==> src/rtl/img_norm_pkg.sv <==
// Shared types, constants and the output saturation helper for the image normalisation pipe.
package img_norm_pkg;

   typedef enum logic [1:0] {
      IDLE   = 2'd0,
      ACTIVE = 2'd1,
      FLUSH  = 2'd2
   } state_e;

   localparam int unsigned SCALE_W  = 16;
   localparam int unsigned SAT_IN_W = 64;

   // Clamp a sign-extended value to the signed range of a 'width'-bit result.
   function automatic logic signed [SAT_IN_W-1:0] saturate(
      input logic signed [SAT_IN_W-1:0] value,
      input int unsigned                width
   );
      logic signed [SAT_IN_W-1:0] hi;
      logic signed [SAT_IN_W-1:0] lo;
      hi = (64'sd1 <<< (width - 1)) - 64'sd1;
      lo = -(64'sd1 <<< (width - 1));
      if (value > hi) begin
         return hi;
      end else if (value < lo) begin
         return lo;
      end
      return value;
   endfunction

endpackage

==> src/rtl/norm_lane.sv <==
// One channel of the normaliser: stage 1 subtracts the mean, stage 2 scales, shifts and saturates.
// IMG_NORM_SAT_CNT_EN adds a saturation flag for the value entering stage 2.
module norm_lane
   import img_norm_pkg::*;
#(
   parameter int unsigned DATA_WIDTH = 8,
   parameter int unsigned OUT_WIDTH  = 8,
   parameter int unsigned FRAC_BITS  = 8
) (
   input  logic                  clk,
   input  logic                  rst_n,
   input  logic                  load_s1,
   input  logic                  load_s2,
   input  logic [DATA_WIDTH-1:0] in_data,
   input  logic [DATA_WIDTH-1:0] mean,
   input  logic [SCALE_W-1:0]    scale,
   output logic [OUT_WIDTH-1:0]  out_data
`ifdef IMG_NORM_SAT_CNT_EN
   ,
   output logic                  sat_next
`endif
);

   localparam int unsigned DIFF_W = DATA_WIDTH + 1;
   // One spare bit keeps the unsigned scale positive once treated as signed.
   localparam int unsigned PROD_W = DIFF_W + SCALE_W + 1;

   logic signed [DIFF_W-1:0]    diff_d;
   logic signed [DIFF_W-1:0]    diff_q;
   logic signed [PROD_W-1:0]    diff_ext;
   logic signed [PROD_W-1:0]    scale_ext;
   logic signed [PROD_W-1:0]    prod;
   logic signed [PROD_W-1:0]    shifted;
   logic signed [SAT_IN_W-1:0]  wide;
   logic signed [OUT_WIDTH-1:0] out_d;
   logic        [OUT_WIDTH-1:0] out_q;

   assign diff_d    = $signed({1'b0, in_data}) - $signed({1'b0, mean});
   assign diff_ext  = {{(PROD_W - DIFF_W){diff_q[DIFF_W-1]}}, diff_q};
   assign scale_ext = {{(PROD_W - SCALE_W){1'b0}}, scale};
   assign prod      = diff_ext * scale_ext;
   assign shifted   = prod >>> FRAC_BITS;
   assign wide      = {{(SAT_IN_W - PROD_W){shifted[PROD_W-1]}}, shifted};
   assign out_d     = OUT_WIDTH'(saturate(wide, OUT_WIDTH));

`ifdef IMG_NORM_SAT_CNT_EN
   assign sat_next = (SAT_IN_W'(out_d) != wide);
`endif

   always_ff @(posedge clk or negedge rst_n) begin
      if (!rst_n) begin
         diff_q <= '0;
         out_q  <= '0;
      end else begin
         if (load_s1) begin
            diff_q <= diff_d;
         end
         if (load_s2) begin
            out_q <= out_d;
         end
      end
   end

   assign out_data = out_q;

endmodule

==> src/rtl/image_norm_pipe.sv <==
// Per-channel (in - mean) * scale normaliser with frame FSM and AXI-stream style handshake.
// Define IMG_NORM_SAT_CNT_EN to build the saturated-pixel counter behind sat_count.
module image_norm_pipe
   import img_norm_pkg::*;
#(
   parameter int unsigned DATA_WIDTH   = 8,
   parameter int unsigned CHANNELS     = 3,
   parameter int unsigned OUT_WIDTH    = 8,
   parameter int unsigned FRAC_BITS    = 8,
   parameter int unsigned FRAME_PIXELS = 1024,
   localparam int unsigned CH_W        = (CHANNELS > 1) ? $clog2(CHANNELS) : 1
) (
   input  logic                           clk,
   input  logic                           rst_n,
   input  logic                           enable,
   input  logic                           frame_start,
   input  logic                           cfg_wr,
   input  logic [CH_W-1:0]                cfg_ch,
   input  logic [DATA_WIDTH-1:0]          cfg_mean,
   input  logic [SCALE_W-1:0]             cfg_scale,
   input  logic [CHANNELS*DATA_WIDTH-1:0] s_axis_tdata,
   input  logic                           s_axis_tvalid,
   output logic                           s_axis_tready,
   output logic [CHANNELS*OUT_WIDTH-1:0]  m_axis_tdata,
   output logic                           m_axis_tvalid,
   input  logic                           m_axis_tready,
   output logic                           m_axis_tlast,
   output logic                           busy,
   output logic [15:0]                    sat_count
);

   localparam int unsigned CNT_W = $clog2(FRAME_PIXELS + 1);
   localparam logic [SCALE_W-1:0] SCALE_ONE = SCALE_W'(32'd1 << FRAC_BITS);

   state_e                  state_q;
   logic [CNT_W-1:0]        pix_cnt_q;
   logic                    advance;
   logic                    accept;
   logic                    last_pix;
   logic                    start_go;
   logic                    s1_valid_q;
   logic                    s1_last_q;
   logic                    out_valid_q;
   logic                    out_last_q;

   logic [DATA_WIDTH-1:0]   mean_stg_q  [CHANNELS];
   logic [SCALE_W-1:0]      scale_stg_q [CHANNELS];
   logic [DATA_WIDTH-1:0]   mean_act_q  [CHANNELS];
   logic [SCALE_W-1:0]      scale_act_q [CHANNELS];

   assign advance       = !out_valid_q || m_axis_tready;
   assign s_axis_tready = (state_q == ACTIVE) && advance;
   assign accept        = s_axis_tvalid && s_axis_tready;
   assign last_pix      = accept && (pix_cnt_q == CNT_W'(FRAME_PIXELS - 1));
   assign start_go      = (state_q == IDLE) && frame_start && enable;
   assign busy          = (state_q != IDLE);
   assign m_axis_tvalid = out_valid_q;
   assign m_axis_tlast  = out_last_q;

   always_ff @(posedge clk or negedge rst_n) begin
      if (!rst_n) begin
         state_q   <= IDLE;
         pix_cnt_q <= '0;
      end else begin
         case (state_q)
            IDLE: begin
               if (start_go) begin
                  state_q   <= ACTIVE;
                  pix_cnt_q <= '0;
               end
            end
            ACTIVE: begin
               if (accept) begin
                  pix_cnt_q <= pix_cnt_q + CNT_W'(1);
               end
               // A completing pixel wins over a simultaneous enable drop.
               if (last_pix || !enable) begin
                  state_q <= FLUSH;
               end
            end
            FLUSH: begin
               if (!s1_valid_q && !out_valid_q) begin
                  state_q <= IDLE;
               end
            end
            default: state_q <= IDLE;
         endcase
      end
   end

   // Staging is writable at any time; the active copy only changes at frame start.
   always_ff @(posedge clk or negedge rst_n) begin
      if (!rst_n) begin
         for (int c = 0; c < CHANNELS; c++) begin
            mean_stg_q[c]  <= '0;
            scale_stg_q[c] <= SCALE_ONE;
            mean_act_q[c]  <= '0;
            scale_act_q[c] <= SCALE_ONE;
         end
      end else begin
         if (cfg_wr && (32'(cfg_ch) < CHANNELS)) begin
            mean_stg_q[cfg_ch]  <= cfg_mean;
            scale_stg_q[cfg_ch] <= cfg_scale;
         end
         if (start_go) begin
            for (int c = 0; c < CHANNELS; c++) begin
               mean_act_q[c]  <= mean_stg_q[c];
               scale_act_q[c] <= scale_stg_q[c];
            end
         end
      end
   end

   always_ff @(posedge clk or negedge rst_n) begin
      if (!rst_n) begin
         s1_valid_q  <= 1'b0;
         s1_last_q   <= 1'b0;
         out_valid_q <= 1'b0;
         out_last_q  <= 1'b0;
      end else if (advance) begin
         s1_valid_q  <= accept;
         s1_last_q   <= last_pix;
         out_valid_q <= s1_valid_q;
         out_last_q  <= s1_last_q;
      end
   end

`ifdef IMG_NORM_SAT_CNT_EN
   logic [CHANNELS-1:0] lane_sat;
`endif

   for (genvar g = 0; g < CHANNELS; g++) begin : g_lane
      norm_lane #(
         .DATA_WIDTH (DATA_WIDTH),
         .OUT_WIDTH  (OUT_WIDTH),
         .FRAC_BITS  (FRAC_BITS)
      ) u_lane (
         .clk      (clk),
         .rst_n    (rst_n),
         .load_s1  (advance && accept),
         .load_s2  (advance && s1_valid_q),
         .in_data  (s_axis_tdata[g*DATA_WIDTH +: DATA_WIDTH]),
         .mean     (mean_act_q[g]),
         .scale    (scale_act_q[g]),
         .out_data (m_axis_tdata[g*OUT_WIDTH +: OUT_WIDTH])
`ifdef IMG_NORM_SAT_CNT_EN
         ,
         .sat_next (lane_sat[g])
`endif
      );
   end

`ifdef IMG_NORM_SAT_CNT_EN
   logic [15:0] sat_cnt_q;

   // Counted as the pixel enters the output register, so it tracks emitted pixels.
   always_ff @(posedge clk or negedge rst_n) begin
      if (!rst_n) begin
         sat_cnt_q <= '0;
      end else if (start_go) begin
         sat_cnt_q <= '0;
      end else if (advance && s1_valid_q && (|lane_sat) && (sat_cnt_q != 16'hFFFF)) begin
         sat_cnt_q <= sat_cnt_q + 16'd1;
      end
   end

   assign sat_count = sat_cnt_q;
`else
   assign sat_count = '0;
`endif

endmodule

==> config.mk <==
export PLATFORM = sky130hd
export DESIGN_NAME = image_norm_pipe
export DESIGN_NICKNAME = d
export VERILOG_FILES = /design/src/rtl/img_norm_pkg.sv /design/src/rtl/norm_lane.sv /design/src/rtl/image_norm_pipe.sv
export SDC_FILE = /design/constraint.sdc
export NUM_CORES = 1
export LEC_CHECK = 0
export ABC_AREA = 1
export ABC_CLOCK_PERIOD_IN_PS = 5100
export BUFFER_PORTS_ARGS = -buffer_cell sky130_fd_sc_hd__buf_2
export CAP_MARGIN = 40
export CORE_ASPECT_RATIO = 0.9
export CORE_MARGIN = 8
export CORE_UTILIZATION = 58
export DETAILED_ROUTE_END_ITERATION = 10
export MAX_ROUTING_LAYER = met4
export PLACE_DENSITY = 0.87
export SKIP_CTS_REPAIR_TIMING = 1
export SLEW_MARGIN = 30
export SYNTH_ARGS = -nofsm -noshare
export SYNTH_HDL_FRONTEND = slang
export SYNTH_HIERARCHICAL = 1
export SYNTH_SLANG_ARGS = --single-unit
==> constraint.sdc <==
create_clock -name clk -period 5.1 [get_ports clk]
set_input_delay 1.02 -clock clk [delete_from_list [all_inputs] [get_ports clk]]
set_output_delay 1.02 -clock clk [all_outputs]
set_load 0.1 [all_outputs]
# Word level (Yosys, flattened, before mapping)
# Index checks and enable logic that the tools add are counted.
# W data, S select, Z words.
[op_classes] n_addsub=4 bitwise=1 eq_ne=7 n_mux=28 n_reduce_logical=20 n_lt_le_gt_ge=9 mul=3
[op_table] op="$mux W8" n=10
[op_table] op="$mul A9 B17 Y26" n=3
[op_table] op="$gt A18 B8 Y1 const B" n=3
[op_table] op="$lt A18 B8 Y1 const B" n=3
[op_table] op="$bwmux W48" n=1
[op_table] op="$demux W16 S2" n=1
[op_table] op="$sub A8 B8 Y9" n=3
[op_table] op="$bwmux W24" n=1
[op_table] op="$mux W11" n=2
[op_table] op="$pmux W11 S2" n=1
[op_table] op="$demux W8 S2" n=1
[op_table] op="$mux W16" n=1
[op_table] op="$add A11 B1 Y11 const B" n=1
[op_table] op="$eq A11 B10 Y1 const B" n=1
[op_table] op="$logic_and A1 B1 Y1" n=10
[op_table] op="$mux W1" n=6
[op_table] op="$mux W2" n=3
[op_table] op="$ne A2 B2 Y1 const B" n=3
[op_table] op="$pmux W2 S3" n=1
[op_table] op="$reduce_and A3 Y1" n=2
[op_table] op="$reduce_bool A2 Y1" n=2
[op_table] op="$ge A3 B3 Y1 const B" n=1
[op_table] op="$logic_not A1 Y1" n=3
[op_table] op="$lt A3 B1 Y1 const B" n=1
[op_table] op="7 further kinds" n=8
[totals] word_cells=96 output_inout_bits=44 regBits=212 inputBits=57

# Logic depth before layout (Yosys ltp)
[logic_depth] word_depth=8 ltp_mapped=31 mapped_depth_nobuf=29

# By module
# The synthesis kept the hierarchy.
[modules_own_cells] module="image_norm_pipe" instances=1 area_each_um2=6421.2 seq_area_each_um2=4036.4 cells_each=707
[modules_own_cells] module="norm_lane at g_lane[0].u_lane" instances=1 area_each_um2=6224.7 seq_area_each_um2=425.4 cells_each=839
[modules_own_cells] module="norm_lane at g_lane[1].u_lane" instances=1 area_each_um2=6135.9 seq_area_each_um2=425.4 cells_each=830
[modules_own_cells] module="norm_lane at g_lane[2].u_lane" instances=1 area_each_um2=6129.6 seq_area_each_um2=425.4 cells_each=834

# Worst setup path after synthesis
# OpenSTA, ideal clock, no wires.
[synth_path] path_type="register to register" start="register g_lane[1].u_lane.diff_q[7]" end="register g_lane[1].u_lane.out_q[0]" n_path_buf=2 arrival_ps=5156 period_less_slack_ps=5287 path_stages_with_launch=23 path_slack_ps=-187 setup_time_ps=131 required_ps=4969 cell_sequence="dfrtp_1 > clkbuf_1 > clkbuf_1 > nand2_1 > fa_1 > fa_1 > inv_1 > fa_1 > fa_1 > fa_1 > ha_1 > a21oi_2 > o21ai_1 > a21oi_1 > nand2_1 > nand2_1 > nand2_1 > nand2_1 > nand3_1 > nor2_1 > nand3_1 > a21oi_4 > a21oi_2"
[synth_via] elab_chain_cells=5 word_cells_on_any_way=7 classes_between="mul: 1; order compare: 2; mux: 4"
[synth_lines] item="from (decl)" line="norm_lane.sv:29" text="logic signed [DIFF_W-1:0] diff_q;"
[synth_lines] item="from (signal assigned)" line="norm_lane.sv:56" text="diff_q <= diff_d;"
[synth_lines] item="$mul A9 B17 Y26 (*)" line="norm_lane.sv:41" text="assign prod = diff_ext * scale_ext;"
[synth_lines] item="$lt A18 B8 Y1" line="img_norm_pkg.sv:24" text="end else if (value < lo) begin"
[synth_lines] item="$mux W1" line="img_norm_pkg.sv:24"
[synth_lines] item="$mux W1" line="img_norm_pkg.sv:22" text="if (value > hi) begin"
[synth_lines] item="$mux W8 (*)" line="img_norm_pkg.sv:27" text="return value;"
[synth_lines] item="to (signal assigned)" line="norm_lane.sv:59" text="out_q <= out_d;"
[synth_lines] item="to (decl)" line="norm_lane.sv:36" text="logic [OUT_WIDTH-1:0] out_q;"
# Every way passes the cells marked *; elsewhere a longest branch is shown, timed or not.
# A chain may end at the register's enable or synchronous reset.

# Final worst setup path
[layout_path] start="register g_lane[0].u_lane.diff_q[8]" end="register g_lane[0].u_lane.out_q[3]"
[layout_via] elab_chain_cells=5 word_cells_on_any_way=7 classes_between="mul: 1; order compare: 2; mux: 4"
[layout_lines] item="from (decl)" line="norm_lane.sv:29"
[layout_lines] item="from (signal assigned)" line="norm_lane.sv:56"
[layout_lines] item="$mul A9 B17 Y26 (*)" line="norm_lane.sv:41"
[layout_lines] item="$lt A18 B8 Y1" line="img_norm_pkg.sv:24"
[layout_lines] item="$mux W1" line="img_norm_pkg.sv:24"
[layout_lines] item="$mux W1" line="img_norm_pkg.sv:22"
[layout_lines] item="$mux W8 (*)" line="img_norm_pkg.sv:27"
[layout_lines] item="to (signal assigned)" line="norm_lane.sv:59"
[layout_lines] item="to (decl)" line="norm_lane.sv:36"
# Marks and branches as above.

==> results.json <==
{
  "gr-max-usage-layer": "met2",
  "violations": "setup timing",
  "synth_ff_type": "dfrtp_1",
  "drive_gt1_frac": 0.1996,
  "clkLatencyLatePin_ns": 0.56,
  "cts_made_buffers": 25,
  "die_y_um": 212.6,
  "crit_path_max_incr_delay_ns": 0.55,
  "io_pins": 101,
  "endpoint_kind": "flip-flop",
  "htreeDepth": 1,
  "hold_violations": 0,
  "maxCapViolCount": 0,
  "cpMaxStageDelayCell": "fa_1",
  "grt_usage": 0.2722,
  "setup_slack_ns": -0.2303,
  "hpwlAfterDp_mm": 49.61,
  "finalCritPeriodShare": 1.045,
  "cts.clk_slew.worst_paths_ns": 0.06,
  "r2r_cells": 29,
  "final_max_slew_viol_count": 0,
  "cts_tree": "built",
  "core-area_mm2": 0.04270,
  "worst_clock_skew_ns": 0.02182,
  "hp-class": "reg2reg",
  "worstPathArrival_ns": 5.82,
  "rows": 72,
  "setup.worst_path.class": "reg2reg",
  "status": "complete, but fails checks",
  "crit_start": "g_lane[0].u_lane/diff_q[8]$_DFFE_PN0P_",
  "timing.rr.start": "g_lane[0].u_lane/diff_q[8]$_DFFE_PN0P_",
  "crit_end": "g_lane[0].u_lane/out_data[3]$_DFFE_PN0P_",
  "start_util": 0.5834,
  "drt_iter0_drc": 2224,
  "die_area_mm2": 0.04985,
  "use_met3": 0.04722,
  "yosysSeqAreaShare": 0.2133,
  "cts_root_buf": "clkbuf_16",
  "rsz0062_at_grt": "yes",
  "syn_inst": 3210,
  "grt_overflow_total": 0,
  "syn2layout_area_growth_pct": 16.70,
  "synth_edf_count": 0,
  "ys_types": 51,
  "ys_ff_latch": 212,
  "hold_start": "scale_stg_q[24]$_DFFE_PN1P_",
  "fin_crit_ns": 5.330,
  "num_vias": 22340,
  "first_pass_iters": 6,
  "fin_nets": 4001,
  "use_met2": 0.4582,
  "worst-r2r-setup-slack_ns": -0.23,
  "mappedNetlistArea_mm2": 0.02491,
  "gp_congestion": 0.9536,
  "layout_commonest_cell": "nand2_1",
  "postSynthAreaPerCell_um2": 7.761,
  "ys.warnings.count": 6,
  "grt_max_degree": 105,
  "antenna_found_initial": 0,
  "wl_per_cell_um": 17.38,
  "cts.sinks": 212,
  "n_fill_cell": 2974,
  "drtAntennaViolNets": 0,
  "required_ns": 5.59,
  "finalSetupViolCount": 21,
  "slew-limit-headroom": 0.3966,
  "grt_pass1_wl_mm": 107.2,
  "met1_usage": 0.3224,
  "fmax_ghz": 0.1876,
  "worstPathMaxFanout": 7,
  "ys_async_sr_fraction": 1.000,
  "startpoint_type": "flip-flop",
  "setup_tns_ns": -2.953,
  "r2r-end": "g_lane[0].u_lane/out_data[3]$_DFFE_PN0P_",
  "grt_pass1_vias": 22420,
  "worst_pin_slew_ns": 0.9051,
  "most-common-layout-cells": "947 x nand2_1, 638 x inv_1, 290 x fa_1",
  "clockBufferDepth": 3,
  "die_w_um": 234.5,
  "numPortBuffers": 84,
  "wl_mm": 69.58,
  "drc": 0,
  "vias_per_cell": 5.579
}
cell type report:
| cell class | instances | area (µm²) | share of cell area |
|---|---|---|---|
| Multi-Input combinational cell | 2203 | 17270 | 0.5939 |
| Sequential cell | 212 | 5348 | 0.1840 |
| Inverter | 658 | 2471 | 0.08500 |
| Timing Repair Buffer | 330 | 2432 | 0.08367 |
| Tap cell | 555 | 694.4 | 0.02389 |
| Clock buffer | 30 | 664.4 | 0.02285 |
| Clock inverter | 14 | 190.2 | 0.006542 |
| Antenna cell | 2 | 5.005 | 0.0001722 |
Yosys cell counts, types with 5 or more instances:
cell / instances / area, µm²
nor2_4: 7 / 78.83
nand2_4: 10 / 112.6
o21bai_1: 9 / 67.56
clkbuf_1: 99 / 371.6
a21oi_2: 16 / 140.1
xor2_1: 25 / 219.0
o31ai_1: 8 / 60.06
ha_1: 217 / 2715
o21ai_1: 6 / 30.03
nor3_1: 12 / 60.06
dfstp_2: 6 / 157.7
nor3_2: 7 / 70.07
nand2_1: 983 / 3690
xnor2_1: 17 / 148.9
nand2_2: 38 / 237.7
nand4_1: 18 / 112.6
buf_4: 26 / 195.2
or2_2: 21 / 131.4
a21o_1: 9 / 67.56
inv_2: 13 / 48.80
fa_1: 297 / 5946
buf_2: 16 / 80.08
nand3_2: 13 / 130.1
and2_1: 5 / 31.28
buf_6: 9 / 101.4
dfrtp_1: 206 / 5155
a31oi_1: 8 / 50.05
o21ai_0: 123 / 615.6
nor2_1: 142 / 533.0
a21oi_1: 77 / 385.4
inv_1: 644 / 2417
nand3_1: 89 / 445.4
per-stage QoR:
step / instance area, µm² / setup slack (ns) / hold slack, ns / util / cells
5_1_grt: 29070 / -0.4215 / 0.4970 / 0.6807 / 4002
6_report: 29070 / -0.2303 / 0.4641 / 0.6808 / 4004
3_3_place_gp: 27150 / -0.1577 / 0.4491 / 0.6359 / 3932
3_5_place_dp: 27150 / -0.3706 / 0.4535 / 0.6359 / 3932
2_1_floorplan: 25020 / 0.005792 / 0.4418 / - / 3225
4_1_cts: 28010 / -0.3858 / 0.4638 / 0.6559 / 3976
flip-flops by register name, summed over array words and instances, names as in the netlist:
signal                  count
mean_stg_q                 24
state_q                     2
scale_stg_q                48
s1_valid_q                  1
g_lane.u_lane/diff_q       27
pix_cnt_q                  11
mean_act_q                 24
s1_last_q                   1
g_lane.u_lane/out_data     24
scale_act_q                48
m_axis_tvalid               1
m_axis_tlast                1
kinds of logic after synthesis:
logic type,synth area share
AOI/OAI and AO/OA,0.06052
xor gates and xnor gates,0.01542
adders and majority gates,0.3477
buffers and inverters,0.1295
DFF,0.2133
muxes,0.0004520
other,0.0001505
and+or+nand+nor,0.2330
metal layers:
layer  vias to the layer above  part of all wire
li1                      10020                 -
met3                       381             0.089
met5                         -                 0
met2                      1259              0.49
met4                         0             0.056
met1                     10680              0.37
worst min path at each step:
stage,end,cells after the start
5_1_grt,mean_act_q[23]$_DFFE_PN0P_,2
3_5_place_dp,mean_act_q[23]$_DFFE_PN0P_,2
2_1_floorplan,scale_act_q[40]$_DFFE_PN1P_,2
3_3_place_gp,scale_act_q[35]$_DFFE_PN0P_,2
4_1_cts,scale_act_q[24]$_DFFE_PN1P_,2
6_report,scale_act_q[24]$_DFFE_PN1P_,2
critical path: cells and delay by family (launching register included):
family | cells | cell delay, ns
DFF | 1 | 0.40
adders and majority gates | 6 | 2.71
and+or+nand+nor | 15 | 1.51
buffers and inverters | 8 | 0.62
Power is not shown: default switching activity piles up to over one toggle a cycle in this logic, so the estimate is an artifact.
